--- src/rtl/alu_pkg.sv ---
// Shared definitions for the iterative ALU divider: state encoding, default width
// and the divide-by-zero quotient pattern.
package alu_pkg;

  localparam int DIV_WIDTH = 32;

  typedef enum logic [1:0] {
    IDLE = 2'd0,
    CALC = 2'd1,
    FIX  = 2'd2,
    DONE = 2'd3
  } div_state_t;

  // All-ones pattern wide enough for any supported WIDTH; callers slice it down.
  localparam logic [63:0] DIV0_QUOTIENT = '1;

endpackage

--- src/rtl/div_step.sv ---
// One restoring-division iteration: shift {rem, dvd} left, trial-subtract the
// divisor, keep the difference and shift in a 1 when it does not go negative.
module div_step #(
  parameter int WIDTH = 32
) (
  input  logic [WIDTH-1:0] rem,
  input  logic [WIDTH-1:0] dvd,
  input  logic [WIDTH-1:0] divisor,
  output logic [WIDTH-1:0] rem_next,
  output logic [WIDTH-1:0] dvd_next
);

  logic        [WIDTH:0] rem_sh;
  logic signed [WIDTH:0] trial;

  // rem < divisor on entry, so WIDTH+1 bits hold the shifted value and the sign of the difference.
  always_comb begin
    rem_sh = {rem, dvd[WIDTH-1]};
    trial  = $signed(rem_sh - {1'b0, divisor});
    if (!trial[WIDTH]) begin
      rem_next = trial[WIDTH-1:0];
      dvd_next = {dvd[WIDTH-2:0], 1'b1};
    end else begin
      rem_next = rem_sh[WIDTH-1:0];
      dvd_next = {dvd[WIDTH-2:0], 1'b0};
    end
  end

endmodule

--- src/rtl/alu_divider.sv ---
// Iterative signed/unsigned divider, one quotient bit per cycle (restoring).
// Optional macro ALU_DIVIDER_EARLY_OUT_EN: skip the loop when b = 0 or |a| < |b|.
module alu_divider
  import alu_pkg::*;
#(
  parameter int WIDTH = DIV_WIDTH
) (
  input  logic             clk,
  input  logic             reset,
  input  logic             start,
  input  logic [WIDTH-1:0] a,
  input  logic [WIDTH-1:0] b,
  input  logic             sig,
  output logic [WIDTH-1:0] quotient,
  output logic [WIDTH-1:0] remainder,
  output logic             busy,
  output logic             done
);

  localparam int CNT_W = $clog2(WIDTH) + 1;

  div_state_t       state_q, state_d;
  logic [CNT_W-1:0] cnt_q;

  logic [WIDTH-1:0] rem_q, dvd_q, dsr_q, a_orig_q;
  logic             q_neg_q, r_neg_q, b_zero_q;

  logic [WIDTH-1:0] abs_a, abs_b;
  logic [WIDTH-1:0] step_rem, step_dvd;
  logic             accept, take_early;

  function automatic logic [WIDTH-1:0] magnitude(input logic [WIDTH-1:0] v, input logic s);
    return (s && v[WIDTH-1]) ? -v : v;
  endfunction

  function automatic logic [WIDTH-1:0] apply_sign(input logic [WIDTH-1:0] v, input logic neg);
    return neg ? -v : v;
  endfunction

  assign abs_a  = magnitude(a, sig);
  assign abs_b  = magnitude(b, sig);
  assign accept = (state_q == IDLE) && start;
  assign busy   = (state_q != IDLE);
  assign done   = (state_q == DONE);

  always_comb begin
    take_early = 1'b0;
`ifdef ALU_DIVIDER_EARLY_OUT_EN
    take_early = (b == '0) || (abs_a < abs_b);
`endif
  end

  div_step #(.WIDTH(WIDTH)) u_step (
    .rem      (rem_q),
    .dvd      (dvd_q),
    .divisor  (dsr_q),
    .rem_next (step_rem),
    .dvd_next (step_dvd)
  );

  always_comb begin
    state_d = state_q;
    case (state_q)
      IDLE:    if (start) state_d = take_early ? FIX : CALC;
      CALC:    if (cnt_q == CNT_W'(1)) state_d = FIX;
      FIX:     state_d = DONE;
      DONE:    state_d = IDLE;
      default: state_d = IDLE;
    endcase
  end

  // Control and architectural outputs: cleared by reset, results written in FIX.
  always_ff @(posedge clk) begin
    if (reset) begin
      state_q   <= IDLE;
      cnt_q     <= '0;
      quotient  <= '0;
      remainder <= '0;
    end else begin
      state_q <= state_d;
      if (accept) begin
        cnt_q <= CNT_W'(WIDTH);
      end else if (state_q == CALC) begin
        cnt_q <= cnt_q - CNT_W'(1);
      end
      if (state_q == FIX) begin
        quotient  <= b_zero_q ? DIV0_QUOTIENT[WIDTH-1:0] : apply_sign(dvd_q, q_neg_q);
        remainder <= b_zero_q ? a_orig_q : apply_sign(rem_q, r_neg_q);
      end
    end
  end

  // Datapath: operands latched on accept, then one restoring step per CALC cycle.
  always_ff @(posedge clk) begin
    if (accept) begin
      dsr_q    <= abs_b;
      a_orig_q <= a;
      q_neg_q  <= sig & (a[WIDTH-1] ^ b[WIDTH-1]);
      r_neg_q  <= sig & a[WIDTH-1];
      b_zero_q <= (b == '0);
      if (take_early) begin
        dvd_q <= '0;
        rem_q <= abs_a;
      end else begin
        dvd_q <= abs_a;
        rem_q <= '0;
      end
    end else if (state_q == CALC) begin
      rem_q <= step_rem;
      dvd_q <= step_dvd;
    end
  end

endmodule

--- config.mk ---
export PLATFORM = sky130hd
export DESIGN_NAME = alu_divider
export DESIGN_NICKNAME = d
export VERILOG_FILES = /design/src/rtl/alu_pkg.sv /design/src/rtl/div_step.sv /design/src/rtl/alu_divider.sv
export SDC_FILE = /design/constraint.sdc
export NUM_CORES = 1
export LEC_CHECK = 0
export CORE_UTILIZATION = 55
export DETAILED_ROUTE_END_ITERATION = 10
export PLACE_DENSITY_LB_ADDON = 0.05
export SYNTH_ARGS = -nofsm -noshare
export SYNTH_HDL_FRONTEND = slang
export SYNTH_HIERARCHICAL = 1
export SYNTH_SLANG_ARGS = --single-unit
--- constraint.sdc ---
create_clock -name clk -period 4.74 [get_ports clk]
set_input_delay 0.948 -clock clk [delete_from_list [all_inputs] [get_ports clk]]
set_output_delay 0.948 -clock clk [all_outputs]
set_load 0.03 [all_outputs]
==> run metrics, run 1 <==
placed inst area=13800 um^2; Peak Freq=261 MHz; area delta synth->final=16.0%; gr usage total=26.2%; vias in the first global route=9641; DR iter-0 viols=693; Mapped Area=12600 um^2; # H-tree levels=1; commonest cells after routing, fill and taps aside=clkdlybuf4s50_1 (132), nor2_1 (129), dfxtp_1 (104), o21ai_0 (100), edfxtp_1 (99); Mapped Cells=1338; CTS Root Cell=clkbuf_16; Avg Cell Area, Syn=9.42 um^2; syn_nets=1450; top-area cell type share of the netlist area=23.6%; most area-hungry cell type in the Yosys netlist=edfxtp_1; PortBufs=133; Worst Path Arrival=4.22 ns; clock power share=15.7%; maximum VDD drop=0.564 mV; Seq/Total Area, Yosys=40.1%; Worst Hold Margin=0.480 ns; PostCTS Resize Cnt=0; Ports=134; pwr/cell area=805 nW/um^2; die area=23500 um^2; gpl congestion=0.866; Synth warnings=6; Vias=10200; Critical Path RT=5.13 ns; max-cap violations=0; #FFs+latches synth=203; Row Count=55; antenna diode count=0; commonest non-fill, non-tap cell in the layout=clkdlybuf4s50_1; CTS max path bufs=3; DR pass1 iterations=8; Logic pwr share=56.2%; Starting Density=55.8%; RSZ-0062 raised after global routing=no; Detailed Route WL=30500 um; CTS Hold Bufs=0; CORE AREA=22600 um^2; total CTS buffers=24; Synth area leaders=edfxtp_1 (24%), dfxtp_1 (17%), xor2_1 (5.6%); via/cell ratio=5.93; total power=11.8 mW; Die H=153 um; sw frac=43.8%; type of the tightest min-delay check=reg2reg; minimum clock period=3.83 ns; Most used DFF post-synth=dfxtp_1; fillcell total=1928; fin cells=1715; Final Instance Area=14600 um^2; gr ovfl total=0; M1 GR Usage=36.9%; failing checks=design-rule violations; met2 Track Usage GR=42.9%; ys async rst share=0%; Critical Path End Type=flop; CTS tree=done; setup TNS=0 ns; cell total after placement=1671; Final Worst Setup Slack=0.909 ns; clk_skew=0.0115 ns; GR Layer Usage met3=3.03%; initial antenna violation count=1; number of flops mapped to enable cells by yosys=99; post-CTS setup buffer count=0; Flop pwr share=28.0%; share of cells above drive strength 1=7.97%; number of remaining DRC errors=2; Final nets=1524; max-slew violations=0; Post-Route Utilization=64.8%; Slew @ Worst Pin=0.997 ns; Wirelength per Cell=17.8 um; crit-path max FO=24; Hold Violations, Final=0; Slew HR=33.6%; Crit Path Category=reg2reg; final worst path period share=80.8%; largest net degree at the start of global routing=66; global-route wire length before repair=50100 um; GR peak layer=met2; clk_lat worst skew=0.51 ns; # setup viols final=0; P_int=6.62 mW; post-place setup slack=0.735 ns; clk sinks=203; Die W=153 um; Lkg Pwr=5.58 nW; Final ANT Viol Nets=0; HPWL Detailed=22000 um; Worst Setup Start Kind=flop; Synth cell types=94; Reg clk slew, reported paths=0.06 ns; P_sw=5.15 mW; status=finished with violations
==> sequential cells by signal, indices dropped and copies added (netlist names) <==
| signal | flops |
|---|---|
| a_orig_q | 32 |
| b_zero_q | 1 |
| cnt_q | 6 |
| dsr_q | 32 |
| dvd_q | 32 |
| q_neg_q | 1 |
| quotient | 32 |
| r_neg_q | 1 |
| rem_q | 32 |
| remainder | 32 |
| state_q | 2 |
==> Yosys cell counts (4+ instances only) <==
cell type    n
nor2_1     130
dfxtp_1    104
o21ai_0    100
edfxtp_1    99
nand2_1     93
xor2_1      81
a21oi_1     60
inv_1       58
xnor2_1     58
mux2i_1     47
clkbuf_1    45
ha_1        43
a211oi_1    36
buf_4       34
nor3_1      30
or3_1       24
o31ai_1     22
nand3_1     21
mux2_4      19
a21o_1      17
nor4_1      13
a31oi_1     12
o41ai_1     10
or4_1       10
buf_1        9
nand2b_1     8
o21ai_1      8
a222oi_1     7
nand4_1      7
o21a_1       7
and3_1       6
o22ai_1      5
or2_2        5
a311oi_1     4
a31o_2       4
a32oi_1      4
mux2_2       4
nand3b_1     4
nor3b_1      4
nor4b_1      4
o2111ai_1    4
o21bai_1     4
==> critical path, stage by stage (launching register included) <==
cell and delay [ns]:
edfxtp_1 0.35, inv_1 0.05, ha_1 0.22, fa_1 0.40, and2b_1 0.25, o2111ai_2 0.14
a21oi_2 0.24, o2111ai_1 0.24, a211oi_2 0.34, nor2_4 0.10, mux2i_4 0.37, and2_4 0.34
inv_8 0.13, mux2_4 0.32, mux2i_1 0.14, nor2_1 0.06
==> per-layer routing <==
metal | part of all wire, % | wire length (um)
met1 | 47 | 14300
met2 | 47 | 14200
met3 | 4.8 | 1450
met4 | 1.8 | 538
met5 | 0 | 0
==> final timing paths <==
path,slack (ns),startpoint,end,cells past startpoint
worst min-delay path,0.48,remainder[9],remainder[9],2
worst max register to register,0.91,dvd_q[31],rem_q[18],15
worst max-delay path,0.91,dvd_q[31],rem_q[18],15
worst min register to register,0.48,remainder[9],remainder[9],2
==> area by class of cell <==
type | instances | area (um^2) | area share (%)
well taps | 285 | 357 | 2.44
flip-flops and latches | 203 | 5050 | 34.6
repair buffers | 144 | 1420 | 9.72
clock inverters | 9 | 92.6 | 0.633
inverters | 59 | 230 | 1.57
clock buffers | 35 | 703 | 4.81
multi-input cells | 980 | 6760 | 46.3
==> power by group through the flow <==
stage | logic (mW) | clock network [mW] | registers (mW)
finish | 6.62 | 1.85 | 3.30
global route | 7.28 | 1.95 | 3.39
CTS | 6.59 | 1.88 | 3.30
detailed placement | 6.55 | 0 | 3.33
global placement | 6.48 | 0 | 3.32
floorplan | 5.15 | 0 | 3.45
==> cell families after synthesis <==
| kind of cell | count (synthesis) | synth area share, % |
|---|---|---|
| simple gates | 395 | 15.9 |
| compound gates | 331 | 17.0 |
| mux | 71 | 6.53 |
| buf+inv | 155 | 6.31 |
| fa+ha+maj | 44 | 4.43 |
| xor+xnor | 139 | 9.66 |
| flops | 203 | 40.1 |
Power figures use the tool's default switching activity.
==> run 2: changes to the inputs <==
clock period = 3.8 ns   (was 4.74 ns; I/O delays follow)
==> run 2 against run 1 <==
The flow now finishes without violations. Sequential power is 20% higher. Core utilization is 0.98 points higher. Critical path type unchanged. Largest cell class unchanged. Setup slack worse by 0.69 ns. Clock skew is 0.0073 ns higher. Via count is 1.6% higher. Combinational power is 31% higher. Wire length is 2.8% higher. Total power is 27% higher. Clock-buffer cell count is 3 lower.
==> run metrics, run 2 (synthesis results as in run 1) <==
status=finished, final reports clean; max-slew violations=0 (unchanged); reg2reg setup slack=0.22 ns (-0.69 ns); Worst Hold Margin=0.482 ns (+0.00202 ns); Die W=153 um (unchanged); clk_skew=0.0188 ns (+0.00731 ns); CORE AREA=22600 um^2 (unchanged); Worst path slowest cell=fa_1; DR iter-0 viols=754 (+8.8%); Hold Violations, Final=0 (unchanged); HPWL Detailed=22800 um (+3.4%); Detailed Route WL=31300 um (+2.8%); fillcell total=1876 (-2.7%); maximum VDD drop=0.796 mV (+41%); CP top delay family=compound AO/OA/AOI/OAI gates; Crit Path Category=reg2reg; R2R Path End=rem_q[7]; Final ANT Viol Nets=0 (unchanged); gr ovfl total=0 (unchanged); DR pass1 iterations=6 (-2); vias in the first global route=9748 (+1.1%); CP cell instances=inv_1 > ha_1 > fa_1 > and2b_1 > o2111ai_2 > a21oi_2 > o2111ai_1 > a211oi_2 > nor2_4 > mux2i_4 > and2_4 > inv_6 > mux2_2 > mux2i_1 > nor2_1; setup TNS=0 ns (unchanged); crit-path max FO=12 (-50%); Starting Density=55.8% (unchanged); Worst Setup Start Kind=flop; clk_lat worst skew=0.52 ns (about the same); gr usage total=26.8% (+0.65 points); Ports=134 (unchanged); commonest non-fill, non-tap cell in the layout=clkdlybuf4s50_1; CTS Hold Bufs=0 (unchanged); Critical R2R Launch=dvd_q[31]; total CTS buffers=24 (unchanged); RSZ-0062 raised after global routing=no; PortBufs=133 (unchanged); Critical Path End Type=flop; Reg clk slew, reported paths=0.06 ns (about the same); Worst Path Arrival=3.96 ns (-0.26 ns); Worst R2R Path Depth=15 (unchanged); post-place setup slack=0.0671 ns (-0.668 ns); Reg area=5050 um^2 (unchanged); gpl congestion=0.885 (+2.2%); number of remaining DRC errors=0 (-2); Hold Crit Endpoint=quotient[0]; # setup viols final=0 (unchanged); global-route wire length before repair=50900 um (+1.6%); fin cells=1742 (+1.6%); Final Instance Area=14800 um^2 (+1.5%); initial antenna violation count=0 (-1); Critical Path RT=4.19 ns (-0.94 ns); placed inst area=14000 um^2 (+1.4%); Final Worst Setup Slack=0.221 ns (-0.688 ns); commonest cells after routing, fill and taps aside=clkdlybuf4s50_1 (132), nor2_1 (129), dfxtp_1 (104), o21ai_0 (100), edfxtp_1 (99); # H-tree levels=1 (unchanged); max incr delay on CP=0.40 ns (about the same); clk sinks=203 (unchanged); hold depth=2 (unchanged); Post-Route Utilization=65.8% (+0.98 points); Die H=153 um (unchanged); CTS max path bufs=3 (unchanged); Wirelength per Cell=18.0 um (+1.2%); antenna diode count=0 (unchanged); HP Start=quotient[0]; via/cell ratio=5.93 (about the same); pwr/cell area=1010 nW/um^2 (+26%); type of the tightest min-delay check=reg2reg; WP buf/inv=2 (unchanged); Vias=10300 (+1.6%); minimum clock period=3.58 ns (-0.252 ns); Lkg Pwr=5.74 nW (+2.8%); die area=23500 um^2 (unchanged); CTS Root Cell=clkbuf_16; Final nets=1551 (+1.8%); Slew @ Worst Pin=0.991 ns (-0.00560 ns); final worst path period share=94.2% (+13 points); CTS tree=done; share of cells above drive strength 1=9.88% (+1.9 points); Slew HR=33.9% (+0.37 points); Peak Freq=279 MHz (+7.1%); Row Count=55 (unchanged); max-cap violations=0 (unchanged); total power=15.0 mW (+27%); largest net degree at the start of global routing=69 (+4.5%); area delta synth->final=17.8%; area of the multi-input gates=6760 um^2 (unchanged); cell total after placement=1696 (+1.5%)
==> run 2: cell count changes in the layout (fill, tap and decap cells not counted), sizes merged <==
cell / previous run / this run
inv: 58 / 59
clkinv: 8 / 10
buf: 12 / 38
bufinv: 2 / 3
clkbuf: 35 / 32
==> run 2: timing repair <==
item | in CTS | in global routing
setup buffers | 0 | 1
endpoints found under the setup margin | 0 | 23
resized for setup | 0 | 1
==> run 2: per-layer routing <==
layer  wire length, um  global-route usage (%)  vias to the layer above
met1             14500                    37.7                     4926
met2             14300                    43.9                      323
li1                  -                       -                     5035
met4               720                    6.71                        0
met3              1880                    3.32                       50
met5                 0                       0                        -
==> run 2: where the power goes <==
part | switching, mW | internal [mW] | total, mW
sequential | 0.708 | 3.26 | 3.97
combinational | 4.95 | 3.74 | 8.68
clock | 0.899 | 1.44 | 2.34
==> run 2: worst max-delay path by stage <==
stage | endpoint | from | cells after the start
final | rem_q[7] | dvd_q[31] | 15
after global routing | rem_q[24] | dvd_q[31] | 15
after CTS | rem_q[8] | dvd_q[31] | 15
after detailed placement | rem_q[9] | dvd_q[31] | 15
after global placement | rem_q[3] | dvd_q[31] | 15
after floorplan | a_orig_q[0] | start | 4
==> run 2: area by class of cell <==
class	instances	share of cell area, %
Sequential cell	203	34.1
Clock buffer	32	4.53
Inverter	59	1.58
Tap cell	285	2.40
Clock inverter	12	0.910
Multi-Input combinational cell	980	45.6
Timing Repair Buffer	170	10.9
Timing Repair inverter	1	0.0590
==> run 2: tightest hold or removal path, stage by stage (launching register included) <==
cell	delay [ns]
dfxtp_1	0.31
nor2_1	0.08
a311oi_1	0.05
